--- src/rtl/burst_ram_pkg.sv ---
// burst_ram_pkg: shared constants for the burst RAM arbiter.
// Command encodings, one-hot FSM states and default widths.
package burst_ram_pkg;

  localparam int DATA_BITWIDTH = 64;
  localparam int BURST_COUNT   = 4;

  localparam logic CMD_READ  = 1'b0;
  localparam logic CMD_WRITE = 1'b1;

  typedef enum logic [3:0] {
    STATE_IDLE  = 4'b0001,
    STATE_WRITE = 4'b0010,
    STATE_READ  = 4'b0100,
    STATE_DONE  = 4'b1000
  } state_t;

endpackage

--- src/rtl/burst_ram_arbiter_if.sv ---
// burst_ram_arbiter_if: command/data bus towards the burst RAM controller.
// master = arbiter side, slave = RAM side.
interface burst_ram_arbiter_if #(
  parameter int DEPTH_BITWIDTH = 4,
  parameter int DATA_BITWIDTH  = burst_ram_pkg::DATA_BITWIDTH
);

  logic                       ram_cmd;
  logic                       ram_cmd_en;
  logic [DEPTH_BITWIDTH-1:0]  ram_addr;
  logic [DATA_BITWIDTH-1:0]   ram_wr_data;
  logic [DATA_BITWIDTH/8-1:0] ram_data_mask;
  logic [DATA_BITWIDTH-1:0]   ram_rd_data;
  logic                       ram_rd_data_ready;
  logic                       ram_busy;

  modport master (
    output ram_cmd, ram_cmd_en, ram_addr,
    output ram_wr_data, ram_data_mask,
    input  ram_rd_data, ram_rd_data_ready, ram_busy
  );

  modport slave (
    input  ram_cmd, ram_cmd_en, ram_addr,
    input  ram_wr_data, ram_data_mask,
    output ram_rd_data, ram_rd_data_ready, ram_busy
  );

endinterface

--- src/rtl/burst_ram_arbiter.sv ---
// burst_ram_arbiter: shares one burst RAM port between two line requesters.
// Define BURST_RAM_ARBITER_FIXED_PRIORITY_EN to give r0 fixed priority.
module burst_ram_arbiter
  import burst_ram_pkg::*;
#(
  parameter int DEPTH_BITWIDTH = 4,
  parameter int DATA_BITWIDTH  = burst_ram_pkg::DATA_BITWIDTH,
  parameter int BURST_COUNT    = burst_ram_pkg::BURST_COUNT
) (
  input  logic clk,
  input  logic rst,

  input  logic                                r0_req,
  input  logic                                r0_cmd,
  input  logic [DEPTH_BITWIDTH-1:0]           r0_addr,
  input  logic [DATA_BITWIDTH*BURST_COUNT-1:0] r0_wr_line,
  output logic                                r0_done,

  input  logic                                r1_req,
  input  logic                                r1_cmd,
  input  logic [DEPTH_BITWIDTH-1:0]           r1_addr,
  input  logic [DATA_BITWIDTH*BURST_COUNT-1:0] r1_wr_line,
  output logic                                r1_done,

  output logic [DATA_BITWIDTH*BURST_COUNT-1:0] rd_line,

  burst_ram_arbiter_if.master ram
);

  localparam int LINE_W = DATA_BITWIDTH * BURST_COUNT;
  localparam int IDX_W  = $clog2(BURST_COUNT);
  localparam int CNT_W  = IDX_W + 1;

  state_t             state;
  logic               grant;
  logic [CNT_W-1:0]   cnt;
  logic [IDX_W-1:0]   idx;
  logic               pick_r1;
  logic               grant_en;
  logic               win_cmd;
  logic [DEPTH_BITWIDTH-1:0] win_addr;
  logic [DATA_BITWIDTH-1:0]  win_word0;
  logic [LINE_W-1:0]  line_live;

`ifdef BURST_RAM_ARBITER_FIXED_PRIORITY_EN
  assign pick_r1 = r1_req & ~r0_req;
`else
  logic last_grant;

  // On a tie the requester that was not served last wins.
  assign pick_r1 = r1_req & (~r0_req | ~last_grant);

  always_ff @(posedge clk) begin
    if (rst)
      last_grant <= 1'b1;
    else if (grant_en)
      last_grant <= pick_r1;
  end
`endif

  assign grant_en  = (state == STATE_IDLE) & ~ram.ram_busy
                   & (r0_req | r1_req);
  assign win_cmd   = pick_r1 ? r1_cmd : r0_cmd;
  assign win_addr  = pick_r1 ? r1_addr : r0_addr;
  assign win_word0 = pick_r1 ? r1_wr_line[DATA_BITWIDTH-1:0]
                             : r0_wr_line[DATA_BITWIDTH-1:0];
  assign line_live = grant ? r1_wr_line : r0_wr_line;
  assign idx       = cnt[IDX_W-1:0];

  assign ram.ram_data_mask = '0;

  always_ff @(posedge clk) begin
    if (rst) begin
      state           <= STATE_IDLE;
      grant           <= 1'b0;
      cnt             <= '0;
      ram.ram_cmd     <= 1'b0;
      ram.ram_cmd_en  <= 1'b0;
      ram.ram_addr    <= '0;
      ram.ram_wr_data <= '0;
      rd_line         <= '0;
      r0_done         <= 1'b0;
      r1_done         <= 1'b0;
    end else begin
      ram.ram_cmd_en <= 1'b0;
      r0_done        <= 1'b0;
      r1_done        <= 1'b0;
      unique case (state)
        STATE_IDLE: begin
          if (grant_en) begin
            grant           <= pick_r1;
            ram.ram_cmd_en  <= 1'b1;
            ram.ram_cmd     <= win_cmd;
            ram.ram_addr    <= win_addr;
            ram.ram_wr_data <= win_word0;
            if (win_cmd == CMD_WRITE) begin
              cnt   <= CNT_W'(1);
              state <= STATE_WRITE;
            end else begin
              cnt   <= '0;
              state <= STATE_READ;
            end
          end
        end
        STATE_WRITE: begin
          if (cnt == CNT_W'(BURST_COUNT)) begin
            state   <= STATE_DONE;
            r0_done <= ~grant;
            r1_done <= grant;
          end else begin
            ram.ram_wr_data <=
              line_live[idx*DATA_BITWIDTH +: DATA_BITWIDTH];
            cnt <= cnt + 1'b1;
          end
        end
        STATE_READ: begin
          if (ram.ram_rd_data_ready) begin
            rd_line[idx*DATA_BITWIDTH +: DATA_BITWIDTH] <=
              ram.ram_rd_data;
            cnt <= cnt + 1'b1;
            if (cnt == CNT_W'(BURST_COUNT - 1)) begin
              state   <= STATE_DONE;
              r0_done <= ~grant;
              r1_done <= grant;
            end
          end
        end
        STATE_DONE: state <= STATE_IDLE;
        default:    state <= STATE_IDLE;
      endcase
    end
  end

endmodule

--- src/flat_wrapper.sv ---
// flat-port wrapper written by rule: the top's interface ports become plain ports
module burst_ram_arbiter_flat import burst_ram_pkg::*;
#(
  parameter int DEPTH_BITWIDTH = 4,
  parameter int DATA_BITWIDTH  = burst_ram_pkg::DATA_BITWIDTH,
  parameter int BURST_COUNT    = burst_ram_pkg::BURST_COUNT
)
  (clk, rst, r0_req, r0_cmd, r0_addr, r0_wr_line, r0_done, r1_req, r1_cmd, r1_addr, r1_wr_line, r1_done, rd_line, ram_ram_cmd, ram_ram_cmd_en, ram_ram_addr, ram_ram_wr_data, ram_ram_data_mask, ram_ram_rd_data, ram_ram_rd_data_ready, ram_ram_busy);
  burst_ram_arbiter_if #(.DEPTH_BITWIDTH(DEPTH_BITWIDTH), .DATA_BITWIDTH(DATA_BITWIDTH)) ram_i ();
  input  logic clk;
  input  logic rst;
  input  logic r0_req;
  input  logic r0_cmd;
  input  logic [DEPTH_BITWIDTH-1:0] r0_addr;
  input  logic [DATA_BITWIDTH*BURST_COUNT-1:0] r0_wr_line;
  output logic r0_done;
  input  logic r1_req;
  input  logic r1_cmd;
  input  logic [DEPTH_BITWIDTH-1:0] r1_addr;
  input  logic [DATA_BITWIDTH*BURST_COUNT-1:0] r1_wr_line;
  output logic r1_done;
  output logic [DATA_BITWIDTH*BURST_COUNT-1:0] rd_line;
  output wire logic [$bits(ram_i.ram_cmd)-1:0] ram_ram_cmd;
  output wire logic [$bits(ram_i.ram_cmd_en)-1:0] ram_ram_cmd_en;
  output wire logic [$bits(ram_i.ram_addr)-1:0] ram_ram_addr;
  output wire logic [$bits(ram_i.ram_wr_data)-1:0] ram_ram_wr_data;
  output wire logic [$bits(ram_i.ram_data_mask)-1:0] ram_ram_data_mask;
  input wire logic [$bits(ram_i.ram_rd_data)-1:0] ram_ram_rd_data;
  input wire logic [$bits(ram_i.ram_rd_data_ready)-1:0] ram_ram_rd_data_ready;
  input wire logic [$bits(ram_i.ram_busy)-1:0] ram_ram_busy;
  assign ram_ram_cmd = ram_i.ram_cmd;
  assign ram_ram_cmd_en = ram_i.ram_cmd_en;
  assign ram_ram_addr = ram_i.ram_addr;
  assign ram_ram_wr_data = ram_i.ram_wr_data;
  assign ram_ram_data_mask = ram_i.ram_data_mask;
  assign ram_i.ram_rd_data = ram_ram_rd_data;
  assign ram_i.ram_rd_data_ready = ram_ram_rd_data_ready;
  assign ram_i.ram_busy = ram_ram_busy;
  burst_ram_arbiter #(.DEPTH_BITWIDTH(DEPTH_BITWIDTH), .DATA_BITWIDTH(DATA_BITWIDTH), .BURST_COUNT(BURST_COUNT)) u_core (.clk(clk), .rst(rst), .r0_req(r0_req), .r0_cmd(r0_cmd), .r0_addr(r0_addr), .r0_wr_line(r0_wr_line), .r0_done(r0_done), .r1_req(r1_req), .r1_cmd(r1_cmd), .r1_addr(r1_addr), .r1_wr_line(r1_wr_line), .r1_done(r1_done), .rd_line(rd_line), .ram(ram_i));
endmodule
--- config.mk ---
export PLATFORM = sky130hd
export DESIGN_NAME = burst_ram_arbiter_flat
export DESIGN_NICKNAME = d
export VERILOG_FILES = /design/src/rtl/burst_ram_pkg.sv /design/src/rtl/burst_ram_arbiter_if.sv /design/src/rtl/burst_ram_arbiter.sv /design/src/flat_wrapper.sv
export SDC_FILE = /design/constraint.sdc
export NUM_CORES = 1
export LEC_CHECK = 0
export ABC_CLOCK_PERIOD_IN_PS = 3700
export BUFFER_PORTS_ARGS = -buffer_cell sky130_fd_sc_hd__buf_2
export CORE_AREA = 4 4 361 363
export CTS_CLUSTER_SIZE = 16
export DETAILED_ROUTE_END_ITERATION = 16
export DIE_AREA = 0 0 365 367
export GPL_ROUTABILITY_DRIVEN = 1
export PLACE_DENSITY = 0.43
export SLEW_MARGIN = 40
export SYNTH_ARGS = -nofsm -noshare
export SYNTH_HDL_FRONTEND = slang
export SYNTH_SLANG_ARGS = --single-unit
export TNS_END_PERCENT = 20
--- constraint.sdc ---
create_clock -name clk -period 3.7 [get_ports clk]
set_clock_uncertainty 0.1 [all_clocks]
set_input_delay 0 -clock clk [delete_from_list [all_inputs] [get_ports clk]]
set_output_delay 0 -clock clk [all_outputs]
set_load 0.005 [all_outputs]
Word-level counts from Yosys, hierarchy flattened
Cells that the tools add are included.

cells by class
  add/subtract/negate cells = 2
  equality and inequality tests = 10
  shifts and indexed selects = 3
  muxes and demuxes = 28
  bitwise operators = 10
  reduce and logical (&&, ||, !) cells = 8

operators with widths
  operator                     count
  $bwmux W256                  1
  $mux W256                    1
  $shift A64 B34 Y256 const A  1
  $shiftx A256 B9 Y64          1
  $shiftx A64 B34 Y256         1
  $mux W64                     3
  $pmux W64 S2                 1
  $neg A8 Y34                  1
  $mux W4                      5
  $mux W3                      4
  $pmux W4 S3                  1
  $mux W1                      9
  $pmux W3 S3                  1
  $reduce_and A4 Y1            2
  $ne A2 B1 Y1 const B         3
  $not A1 Y1                   5
  $eq A4 B1 Y1 const B         1
  $eq A4 B2 Y1 const B         1
  $eq A4 B3 Y1 const B         1
  $ne A2 B2 Y1 const B         2
  $pmux W1 S2                  2
  $reduce_and A2 Y1            2
  $add A3 B1 Y3 const B        1
  $and A1 B1 Y1                3
  other kinds (7)              8

storage, ports and cells
  register bits after elaboration = 337
  input port bits = 592
  output and inout bits = 336
  word-level logic and storage cells = 72

Logic depth before layout (Yosys ltp)
Gate-level depths: netlist (run 1).

  word-level depth = 7
  depth in mapped cells = 9
  gate-level depth less buffers = 6

Least setup slack after synthesis (run 1)
OpenSTA, ideal clock, no wires.

  path type = register to register
  start point = register u_core.cnt[0]
  end point = register u_core.rd_line[192]
  setup time = 0.070 ns
  arrival time = 2.049 ns
  required time = 3.530 ns
  path slack = 1.481 ns
  stages on the path, launching flop included = 8
  buffers on the path = 2
  period minus slack after synthesis = 2.219 ns
  path through = dfxtp_1 > buf_2 > inv_1 > ha_1 > nor3_1 > clkbuf_1 > nand3_1 > a21oi_1

between the ends
  longest elaborated chain between the ends = 3
  elaborated cells between the ends (all ways) = 4
  classes of those cells = add/sub: 1; shift: 2; mux: 1

ends and longest elaborated chain
  element                                                      line                      RTL
  start, declared                                              burst_ram_arbiter.sv:36   logic [CNT_W-1:0] cnt;
  start signal, assigned                                       burst_ram_arbiter.sv:113  cnt <= cnt + 1'b1;
  start signal, assigned                                       burst_ram_arbiter.sv:120  cnt <= cnt + 1'b1;
  $neg A8 Y34 *                                                burst_ram_arbiter.sv:118  rd_line[idx*DATA_BITWIDTH +: DATA_BITWIDTH] <=
  $shiftx A64 B34 Y256 or $shift A64 B34 Y256 (tied branches)  burst_ram_arbiter.sv:118
  $bwmux W256 *                                                burst_ram_arbiter.sv:118
  end signal, assigned by index                                burst_ram_arbiter.sv:118
  end, declared                                                burst_ram_arbiter.sv:25   output logic [DATA_BITWIDTH*BURST_COUNT-1:0] rd_line,

Mark *: on every way between the ends. The rest lies on a longest branch, timed or not.
A chain may end at the register's enable or synchronous reset.

Worst setup path in the final report (run 1)
  start point = register u_core.grant
  end point = register u_core.ram.ram_wr_data[61]

between the ends
  longest elaborated chain between the ends = 4

ends and longest elaborated chain
  element                 line                        RTL
  start, declared         burst_ram_arbiter.sv:35     logic grant;
  start signal, assigned  burst_ram_arbiter.sv:91     grant <= pick_r1;
  $mux W256               burst_ram_arbiter.sv:67     assign line_live = grant ? r1_wr_line : r0_wr_line;
  $shiftx A256 B9 Y64     burst_ram_arbiter.sv:112    line_live[idx*DATA_BITWIDTH +: DATA_BITWIDTH];
  $mux W64                burst_ram_arbiter.sv:106    if (cnt == CNT_W'(BURST_COUNT)) begin
  $pmux W64 S2            burst_ram_arbiter.sv:88     unique case (state)
  end signal, assigned    burst_ram_arbiter.sv:95     ram.ram_wr_data <= win_word0;
  end signal, assigned    burst_ram_arbiter.sv:111    ram.ram_wr_data <=
  end, declared           burst_ram_arbiter_if.sv:19  output ram_wr_data, ram_data_mask,

No other way between the ends. The select of a mux whose other input is x is not followed.

==> results of run 1 <==
[tightest hold or removal path, delay by kind of cell]
kind	cells	cell delay (ns)
AO/OA/AOI/OAI	2	0.21
multiplexers	1	0.27
buffers and inverters	1	0.22
AND/OR/NAND/NOR	1	0.06
[flip-flops by register name, summed over array words and instances, names as in the netlist]
name / flops
u_core.cnt: 3
u_core.grant: 1
u_core.last_grant: 1
u_core.r0_done: 1
u_core.r1_done: 1
u_core.ram.ram_addr: 4
u_core.ram.ram_cmd: 1
u_core.ram.ram_cmd_en: 1
u_core.ram.ram_wr_data: 64
u_core.rd_line: 256
u_core.state: 4
[report_power, final]
part | switching [W] | internal (W)
Combinational | 0.00112 | 0.00108
Clock | 0.00189 | 0.00263
Sequential | 0.0000732 | 0.00372
[how the worst max path moves through the flow]
stage | to | slack, ns
after global placement | u_core.ram.ram_wr_data[16]$_SDFFE_PP0P_ | 1.06
final | u_core.ram.ram_wr_data[61]$_SDFFE_PP0P_ | 0.25
after global routing | u_core.ram.ram_wr_data[61]$_SDFFE_PP0P_ | 0.09
after CTS | u_core.ram.ram_wr_data[17]$_SDFFE_PP0P_ | 0.01
after floorplan | u_core.rd_line[192]$_SDFFE_PP0P_ | 1.48
after detailed placement | u_core.ram.ram_wr_data[20]$_SDFFE_PP0P_ | 0.99
[repair_timing]
item / CTS / global route
hold endpoints to repair: 333 / 0
buffers inserted: 0 / 2
hold buffers: 442 / 0
resized for setup: 0 / 0
setup endpoints to repair: 0 / 7
[metal layers]
metal,share of wire,routed length (um)
met4,0.054,6460
met3,0.089,10600
met1,0.39,46000
met2,0.47,56000
met5,0.0017,203
[logic make-up after synthesis]
logic type	after synthesis	synth area share
mux	325	0.191
flops	337	0.387
other cells	1	0.000215
buf+inv	223	0.0572
fa+ha+maj	6	0.00430
simple gates	751	0.192
compound gates	468	0.168
xor+xnor	1	0.000502
[area by class of cell]
type / count / share of cell area
antenna: 20 / 0.00166
clock buffer: 61 / 0.0421
clock inverter: 18 / 0.00782
inverter: 5 / 0.000624
multi-input combinational: 1559 / 0.327
sequential: 337 / 0.224
tap: 1662 / 0.0691
timing repair buffer: 1426 / 0.327
[Yosys cell counts, drive strengths merged (3+ instances only)]
master,n
inv,5
nor3,3
mux2,64
mux2i,261
nor2,73
or4b,3
a311oi,64
ha,6
nand2,327
nand3,324
dfxtp,337
nor4b,3
a22oi,128
a211oi,6
buf,81
clkbuf,137
nor3b,3
and3,4
a21oi,261
[metrics by stage]
step                      std cells  instance area, um2  utilization  setup slack [ns]
final                          5088               30100        0.237             0.255
after global routing           5080               30100        0.237            0.0862
after CTS                      5064               29900        0.236            0.0147
after detailed placement       4543               24000        0.189             0.988
after global placement         4542               24000        0.189              1.06
after floorplan                2119               17500            -              1.48
==> flow_metrics.py, run 1 <==
metrics = {
    "floorplan": {
        "coreArea_mm2": 0.127,
        "io-pin-count": 928,
        "die_w_um": 365,
        "rows": 131,
        "initial_core_util": 0.137,
        "die_h_um": 367,
        "dieArea_mm2": 0.134,
    },
    "clock_tree": {
        "cts_buffer_depth": 3,
        "worstSkewPairLatency_ns": 0.62,
        "cts-root-buf": "clkbuf_16",
        "cts_num_sinks": 337,
        "cts_inserted_buffers": 44,
        "clkTransAtPathRegs_ns": 0.07,
        "cts_tree": "yes",
        "htree_levels": 2,
    },
    "worst_setup_path": {
        "cpMaxStageDelayCell": "dfxtp_4",
        "path_common_cell": "dlygate4sd3_1",
        "cp_data_required_time_ns": 4.16,
        "crit_family": "buffers and inverters",
        "critPathCaptureType": "flop",
        "arrival_ns": 3.91,
        "cp_max_fo": 44,
        "worstPathCellList": "buf_12, mux2i_1, dlygate4sd3_1, a22oi_1, dlygate4sd3_1, nand3_1, a311oi_1, dlygate4sd3_1",
        "crit_path_max_incr_delay_ns": 0.62,
        "crit_cells": 8,
        "r2r_setup_slack_ns": 0.25,
        "crit_start": "u_core.grant$_SDFFE_PP0P_",
        "cp_num_buf_inv": 4,
        "r2r_cells": 8,
        "start_kind": "flop",
        "rr_startpoint": "u_core.grant$_SDFFE_PP0P_",
        "r2r-end": "u_core.ram.ram_wr_data[61]$_SDFFE_PP0P_",
        "critPathKind": "reg -> reg",
    },
    "cells_and_area": {
        "final-seq-area_mm2": 0.00675,
        "syn_to_final_growth_pct": 72.4,
        "most-common-layout-cells": "918 x buf_2, 442 x dlygate4sd3_1, 336 x dfxtp_1",
        "fin_nets": 3971,
        "multi_input_area_mm2": 0.00984,
        "drive_gt1_frac": 0.336,
        "fill_cells": 14148,
        "layout_commonest_cell": "buf_2",
    },
    "global_route": {
        "antenna_found_initial": 52,
        "overflow": 0,
        "grtUsageMet2": 0.277,
        "grt.busiest_layer": "met2",
        "grt_pass1_vias": 21714,
        "grt_max_degree": 89,
        "grt_use_met1": 0.192,
        "track_usage": 0.168,
        "grt_pass1_wl_um": 163000,
        "use_met3": 0.0560,
    },
    "routing": {
        "via_per_inst": 4.28,
        "wl_um": 119000,
        "drtPass1Iterations": 5,
        "dr_total_vias": 21802,
        "first_iter_violations": 1614,
        "drtAntennaViolNets": 0,
        "drc_errors": 0,
        "wl_per_cell_um": 23.4,
    },
    "place": {
        "io_buffer_count": 919,
        "place_congestion": 0.890,
        "dp_hpwl_um": 92100,
    },
    "sta": {
        "slew_headroom": 0.474,
        "fin_crit_sh": 0.931,
        "worst_slew_pin_slew_ns": 0.787,
        "finalCriticalPeriod_ns": 3.45,
        "rsz0062_at_grt": "no",
        "fmax_mhz": 290,
        "drv_slew": 0,
        "setup_viol": 0,
        "hold_viol_final": 0,
        "finalSetupTns_ns": 0,
        "whs_ns": 0.0947,
    },
    "yosys": {
        "ys.flop_type": "dfxtp_1",
        "synth-edff-count": 0,
        "yosys.area.top_type": "dfxtp_1",
        "synth_area_leaders": "dfxtp_1 39%, mux2i_1 15%, nand3_1 9.3%",
        "synth_top_area_frac": 0.387,
        "async_reset_ff_frac": 0,
        "syn_inst": 2112,
        "avgSynthCellArea_um2": 8.26,
        "yosys_warnings": 0,
        "synth_seq_cells": 337,
        "synth_cell_type_count": 40,
        "ys_seq_area_frac": 0.387,
        "synth_area_mm2": 0.0174,
    },
    "outcome": {
        "status": "finished clean",
    },
    "hold_path": {
        "worstHoldPathCells": 5,
        "holdCritPathClass": "in -> reg",
        "min_to": "u_core.ram.ram_wr_data[1]$_SDFFE_PP0P_",
        "hp-start": "r0_req",
    },
    "pwr": {
        "power_w": 0.0105,
        "p_leak_nw": 11.9,
        "peakVddDrop_v": 0.000290,
        "power_density_mw_per_mm2": 349,
    },
    "run": {
        "drv_cap": 0,
    },
}
Power figures use the tool's default switching activity.
==> run 2, diff against run 1 <==
--- a/config.mk
+++ b/config.mk
@@ -5,7 +5,7 @@
 export SDC_FILE = /design/constraint.sdc
 export NUM_CORES = 1
 export LEC_CHECK = 0
-export ABC_CLOCK_PERIOD_IN_PS = 3700
+export ABC_CLOCK_PERIOD_IN_PS = 3200
 export BUFFER_PORTS_ARGS = -buffer_cell sky130_fd_sc_hd__buf_2
 export CORE_AREA = 4 4 361 363
 export CTS_CLUSTER_SIZE = 16
==> constraint.sdc (replaced) <==
create_clock -name clk -period 3.2 [get_ports clk]
set_clock_uncertainty 0.1 [all_clocks]
set_input_delay 0 -clock clk [delete_from_list [all_inputs] [get_ports clk]]
set_output_delay 0 -clock clk [all_outputs]
set_load 0.005 [all_outputs]
==> run 2 against run 1 <==
  * Sequential power up 16%
  * Die area unchanged
  * Non-clock buffer count up 29
  * Sequential share of layout area down 0.11 points
  * First-iteration DRC count down 0.50%
  * Fmax up 13%
  * Wire length down 0.58%
  * Critical endpoint is now u_core.ram.ram_wr_data[2]$_SDFFE_PP0P_
  * Largest power group unchanged
==> flow_metrics.py, run 2 (synthesized netlist as in run 1, its figures left out) <==
metrics = {
    "clock_tree": {
        "htree_levels": 2,
        "clkTransAtPathRegs_ns": 0.06,
        "cts_num_sinks": 337,
        "cts-root-buf": "clkbuf_16",
        "cts_buffer_depth": 3,
        "cts_inserted_buffers": 42,
        "worstSkewPairLatency_ns": 0.59,
        "cts_tree": "yes",
    },
    "worst_setup_path": {
        "cp_max_fo": 57,
        "r2r_cells": 8,
        "start_kind": "flop",
        "path_common_cell": "dlygate4sd3_1",
        "crit_path_max_incr_delay_ns": 0.58,
        "arrival_ns": 3.42,
        "worstPathCellList": "a21boi_4, clkbuf_16, buf_6, mux2_2, dlygate4sd3_1, nand2_1, a311oi_1, dlygate4sd3_1",
        "cpMaxStageDelayCell": "dlygate4sd3_1",
        "critPathKind": "reg -> reg",
        "cp_data_required_time_ns": 3.57,
        "critPathCaptureType": "flop",
    },
    "global_route": {
        "grt_pass1_vias": 21776,
        "overflow": 0,
        "grt_max_degree": 78,
        "antenna_found_initial": 53,
        "grt_pass1_wl_um": 162000,
        "track_usage": 0.167,
    },
    "cells_and_area": {
        "most-common-layout-cells": "918 x buf_2, 445 x dlygate4sd3_1, 334 x dfxtp_1",
        "largestRegisters": "u_core.rd_line (256), u_core.ram.ram_wr_data (64)",
        "instances_no_fill": 5109,
        "regMostFlops": "u_core.rd_line",
        "fill_cells": 14086,
        "drive_gt1_frac": 0.338,
        "largest_register_ffs": 256,
        "layout_commonest_cell": "buf_2",
        "syn_to_final_growth_pct": 73.3,
        "fin_nets": 3998,
    },
    "sta": {
        "setup_viol": 0,
        "hold_viol_final": 0,
        "finalSetupTns_ns": 0,
        "rsz0062_at_grt": "no",
        "slew_headroom": 0.440,
        "fmax_mhz": 328,
        "fin_crit_sh": 0.952,
        "worst_slew_pin_slew_ns": 0.839,
        "finalCriticalPeriod_ns": 3.05,
        "drv_slew": 0,
    },
    "floorplan": {
        "io-pin-count": 928,
        "die_h_um": 367,
        "rows": 131,
        "initial_core_util": 0.137,
        "dieArea_mm2": 0.134,
        "coreArea_mm2": 0.127,
        "die_w_um": 365,
    },
    "routing": {
        "dr_total_vias": 21849,
        "drtPass1Iterations": 6,
        "first_iter_violations": 1606,
        "wl_um": 119000,
        "via_per_inst": 4.28,
        "wl_per_cell_um": 23.2,
        "drtAntennaViolNets": 0,
        "drc_errors": 0,
    },
    "pwr": {
        "p_leak_nw": 12.1,
        "power_w": 0.0118,
        "power_density_mw_per_mm2": 390,
        "peakVddDrop_v": 0.000334,
    },
    "hold_path": {
        "holdCritPathClass": "in -> reg",
        "worstHoldPathCells": 5,
    },
    "outcome": {
        "status": "finished clean",
    },
    "place": {
        "io_buffer_count": 919,
        "place_congestion": 0.920,
        "dp_hpwl_um": 93400,
        "dp_cells": 4569,
    },
    "run": {
        "drv_cap": 0,
    },
}
[run 2: cell types whose count changed in the layout (fill, tap and decap cells not counted), sizes merged]
cell / before / now
clkinv: 11 / 2
inv: 9 / 7
bufinv: 3 / 2
buf: 984 / 1009
clkbuf: 61 / 66
dlygate4sd3: 442 / 445
[run 2: layout make-up]
cell class                      instances  area, um2  share of cell area
Timing Repair Buffer                 1455      10100               0.335
Tap cell                             1662       2080              0.0688
Multi-Input combinational cell       1559       9840               0.325
Inverter                                5       18.8            0.000621
Sequential cell                       337       6750               0.223
Clock inverter                          6       98.8             0.00327
Antenna cell                           20       50.0             0.00166
Clock buffer                           65       1260              0.0417
[run 2: worst max-delay path: cells and delay by family, from the launching register on]
kind,cells,cell delay (ns)
compound gates,2,0.31
flops,1,0.33
mux,1,0.34
buf+inv,4,1.71
simple gates,1,0.07
[run 2: through the flow]
stage	cell area [um2]	hold slack, ns	worst slack [ns]	utilization
floorplan	17500	0.0519	0.981	-
global placement	24300	0.197	0.652	0.191
detailed placement	24300	0.200	0.494	0.191
CTS	30100	0.00357	0.0157	0.237
global route	30200	0.0181	0.00916	0.238
finish	30200	0.0954	0.153	0.238
[run 2: final timing paths]
kind | startpoint | to | slack [ns]
setup / recovery | u_core.last_grant$_SDFFE_PP1P_ | u_core.ram.ram_wr_data[2]$_SDFFE_PP0P_ | 0.15
hold reg to reg | u_core.rd_line[210]$_SDFFE_PP0P_ | u_core.rd_line[210]$_SDFFE_PP0P_ | 0.35
setup reg to reg | u_core.last_grant$_SDFFE_PP1P_ | u_core.ram.ram_wr_data[2]$_SDFFE_PP0P_ | 0.15
hold / removal | r0_wr_line[227] | u_core.ram.ram_wr_data[35]$_SDFFE_PP0P_ | 0.1
[run 2: what timing repair did]
action | CTS | global route
endpoints found under the hold margin | 329 | 0
hold buffers | 445 | 0
resized for setup | 0 | 4
buffers inserted | 0 | 4
setup endpoints to repair | 0 | 48
[run 2: power breakdown]
group / total (W) / switching [W] / internal (W)
combinational: 0.00257 / 0.00129 / 0.00128
sequential: 0.00439 / 0.0000842 / 0.00430
clock: 0.00484 / 0.00198 / 0.00286
total: 0.0118 / 0.00335 / 0.00845
[run 2: per-layer routing]
layer	global-route usage	vias up	part of all wire
met5	0	-	0.0013
met2	0.282	978	0.47
met1	0.193	10428	0.39
met4	0.0786	22	0.052
met3	0.0492	213	0.086
li1	-	10208	-
==> run 3, diff against run 2 <==
--- a/config.mk
+++ b/config.mk
@@ -7,10 +7,10 @@
 export LEC_CHECK = 0
 export ABC_CLOCK_PERIOD_IN_PS = 3200
 export BUFFER_PORTS_ARGS = -buffer_cell sky130_fd_sc_hd__buf_2
-export CORE_AREA = 4 4 361 363
+export CORE_AREA = 3 3 360 362
 export CTS_CLUSTER_SIZE = 16
 export DETAILED_ROUTE_END_ITERATION = 16
-export DIE_AREA = 0 0 365 367
+export DIE_AREA = 0 0 363 365
 export GPL_ROUTABILITY_DRIVEN = 1
 export PLACE_DENSITY = 0.43
 export SLEW_MARGIN = 40
==> run 3 against run 2 <==
  * First-iteration DRC count fell by 5.4%
  * Setup slack got worse by 0.066 ns
  * Total power is 0.79% higher
  * Sequential share of layout area up 0.15 points
  * Combinational power hardly changed
  * Wire length decreased by 2.5%
  * Register-to-register slack got worse by 0.07 ns
  * Global-route usage down 0.32 points
  * Core utilization down 0.16 points
  * Critical endpoint is now u_core.ram.ram_wr_data[18]$_SDFFE_PP0P_
  * Die area is 1.1% lower
==> flow_metrics.py, run 3 (synthesized netlist as in run 1, its figures left out) <==
metrics = {
    "outcome": {
        "status": "finished clean",
    },
    "sta": {
        "finalCriticalPeriod_ns": 3.11,
        "hold_viol_final": 0,
        "setup_viol": 0,
        "rsz0062_at_grt": "yes",
        "fin_crit_sh": 0.973,
        "slew_headroom": 0.441,
        "fmax_mhz": 321,
        "drv_slew": 0,
        "worst_slew_pin_slew_ns": 0.837,
    },
    "floorplan": {
        "coreArea_mm2": 0.127,
        "rows": 131,
        "die_w_um": 363,
        "io-pin-count": 928,
        "initial_core_util": 0.137,
        "dieArea_mm2": 0.132,
        "die_h_um": 365,
    },
    "global_route": {
        "antenna_found_initial": 46,
        "overflow": 0,
        "grt_max_degree": 91,
        "track_usage": 0.164,
        "grt_pass1_vias": 21350,
        "grt_pass1_wl_um": 157000,
    },
    "cells_and_area": {
        "most-common-layout-cells": "918 x buf_2, 422 x dlygate4sd3_1, 335 x dfxtp_1",
        "final_area_mm2": 0.0300,
        "final-seq-area_mm2": 0.00675,
        "largest_register_ffs": 256,
        "fin_nets": 3978,
        "drive_gt1_frac": 0.341,
        "largestRegisters": "u_core.rd_line (256), u_core.ram.ram_wr_data (64)",
        "multi_input_area_mm2": 0.00984,
        "regMostFlops": "u_core.rd_line",
        "fill_cells": 14161,
        "syn_to_final_growth_pct": 72.2,
        "instances_no_fill": 5092,
        "fin_util": 0.236,
        "layout_commonest_cell": "buf_2",
    },
    "clock_tree": {
        "clkTransAtPathRegs_ns": 0.06,
        "cts_tree": "yes",
        "htree_levels": 2,
        "cts_buffer_depth": 3,
        "cts_num_sinks": 337,
        "worstSkewPairLatency_ns": 0.60,
        "cts-root-buf": "clkbuf_16",
        "cts_inserted_buffers": 44,
    },
    "pwr": {
        "power_w": 0.0119,
        "power_density_mw_per_mm2": 396,
        "p_leak_nw": 12.0,
        "peakVddDrop_v": 0.000314,
    },
    "worst_setup_path": {
        "r2r-end": "u_core.ram.ram_wr_data[18]$_SDFFE_PP0P_",
        "critPathKind": "reg -> reg",
        "start_kind": "flop",
        "endpoint": "u_core.ram.ram_wr_data[18]$_SDFFE_PP0P_",
        "r2r_setup_slack_ns": 0.09,
        "cp_data_required_time_ns": 3.59,
        "arrival_ns": 3.50,
        "crit_start": "u_core.grant$_SDFFE_PP0P_",
        "rr_startpoint": "u_core.grant$_SDFFE_PP0P_",
        "cp_max_fo": 43,
        "r2r_cells": 7,
        "critPathCaptureType": "flop",
    },
    "routing": {
        "via_per_inst": 4.25,
        "first_iter_violations": 1519,
        "dr_total_vias": 21660,
        "wl_per_cell_um": 22.7,
        "drtAntennaViolNets": 0,
        "drtPass1Iterations": 5,
        "wl_um": 116000,
        "drc_errors": 0,
    },
    "place": {
        "place_congestion": 0.900,
        "dp_cells": 4570,
        "io_buffer_count": 919,
        "placed_area_mm2": 0.0243,
        "dp_hpwl_um": 91200,
    },
    "run": {
        "drv_cap": 0,
    },
    "hold_path": {
        "holdCritPathClass": "in -> reg",
        "worstHoldPathCells": 5,
    },
}
[run 3: changes by cell type in the layout (fill, tap and decap cells not counted), sizes merged]
| cell | change |
|---|---|
| diode | -3 |
| clkbuf | -2 |
| inv | -2 |
| clkinv | +9 |
| dlygate4sd3 | -23 |
| buf | +2 |
| clkinvlp | +2 |
[run 3: layout make-up]
cell class	instances	area share
Sequential cell	337	0.225
Antenna cell	17	0.00142
Multi-Input combinational cell	1559	0.328
Clock inverter	15	0.00554
Tap cell	1662	0.0693
Clock buffer	64	0.0419
Timing Repair Buffer	1433	0.329
Inverter	5	0.000625
[run 3: critical path, stage by stage, from the launching register on]
cell and delay (ns):
dfxtp_4 0.61, buf_12 0.34, mux2i_1 0.11, dlygate4sd3_1 0.56, a22oi_1 0.22, dlygate4sd3_1 0.58, nand3_1 0.07, a311oi_1 0.30
[run 3: worst min path at each step]
stage | startpoint | slack, ns | to
after floorplan | ram_ram_rd_data[0] | 0.05 | u_core.rd_line[0]$_SDFFE_PP0P_
after CTS | r1_req | 0.03 | u_core.ram.ram_addr[3]$_SDFFE_PP0P_
final | r1_req | 0.1 | u_core.ram.ram_addr[3]$_SDFFE_PP0P_
after global placement | ram_ram_rd_data[58] | 0.20 | u_core.rd_line[186]$_SDFFE_PP0P_
after global routing | r1_req | 0.09 | u_core.ram.ram_addr[1]$_SDFFE_PP0P_
after detailed placement | ram_ram_rd_data[52] | 0.20 | u_core.rd_line[244]$_SDFFE_PP0P_
[run 3: per-stage QoR]
stage,setup slack (ns),hold WS [ns],setup TNS [ns]
after floorplan,0.981,0.0519,0
after global placement,0.688,0.198,0
after detailed placement,0.590,0.199,0
after CTS,0.0392,0.0344,0
after global routing,-0.0652,0.0852,-0.168
final,0.0877,0.0955,0
[run 3: what timing repair did]
action                     CTS  global route
hold endpoints to repair   333             0
buffers inserted             0             3
resized for setup            0             1
setup endpoints to repair    0            26
hold buffers               422             0
[run 3: where the power goes]
group / switching, W / internal, W
logic: 0.00128 / 0.00126
registers: 0.0000802 / 0.00430
clock network: 0.00206 / 0.00290
total: 0.00342 / 0.00847
[run 3: per-layer routing]
layer | up-vias | GRT usage | wire length [um]
li1 | 10178 | - | -
met2 | 955 | 0.265 | 52500
met4 | 18 | 0.0940 | 7320
met3 | 220 | 0.0477 | 9640
met1 | 10289 | 0.193 | 46000
met5 | - | 0 | 133
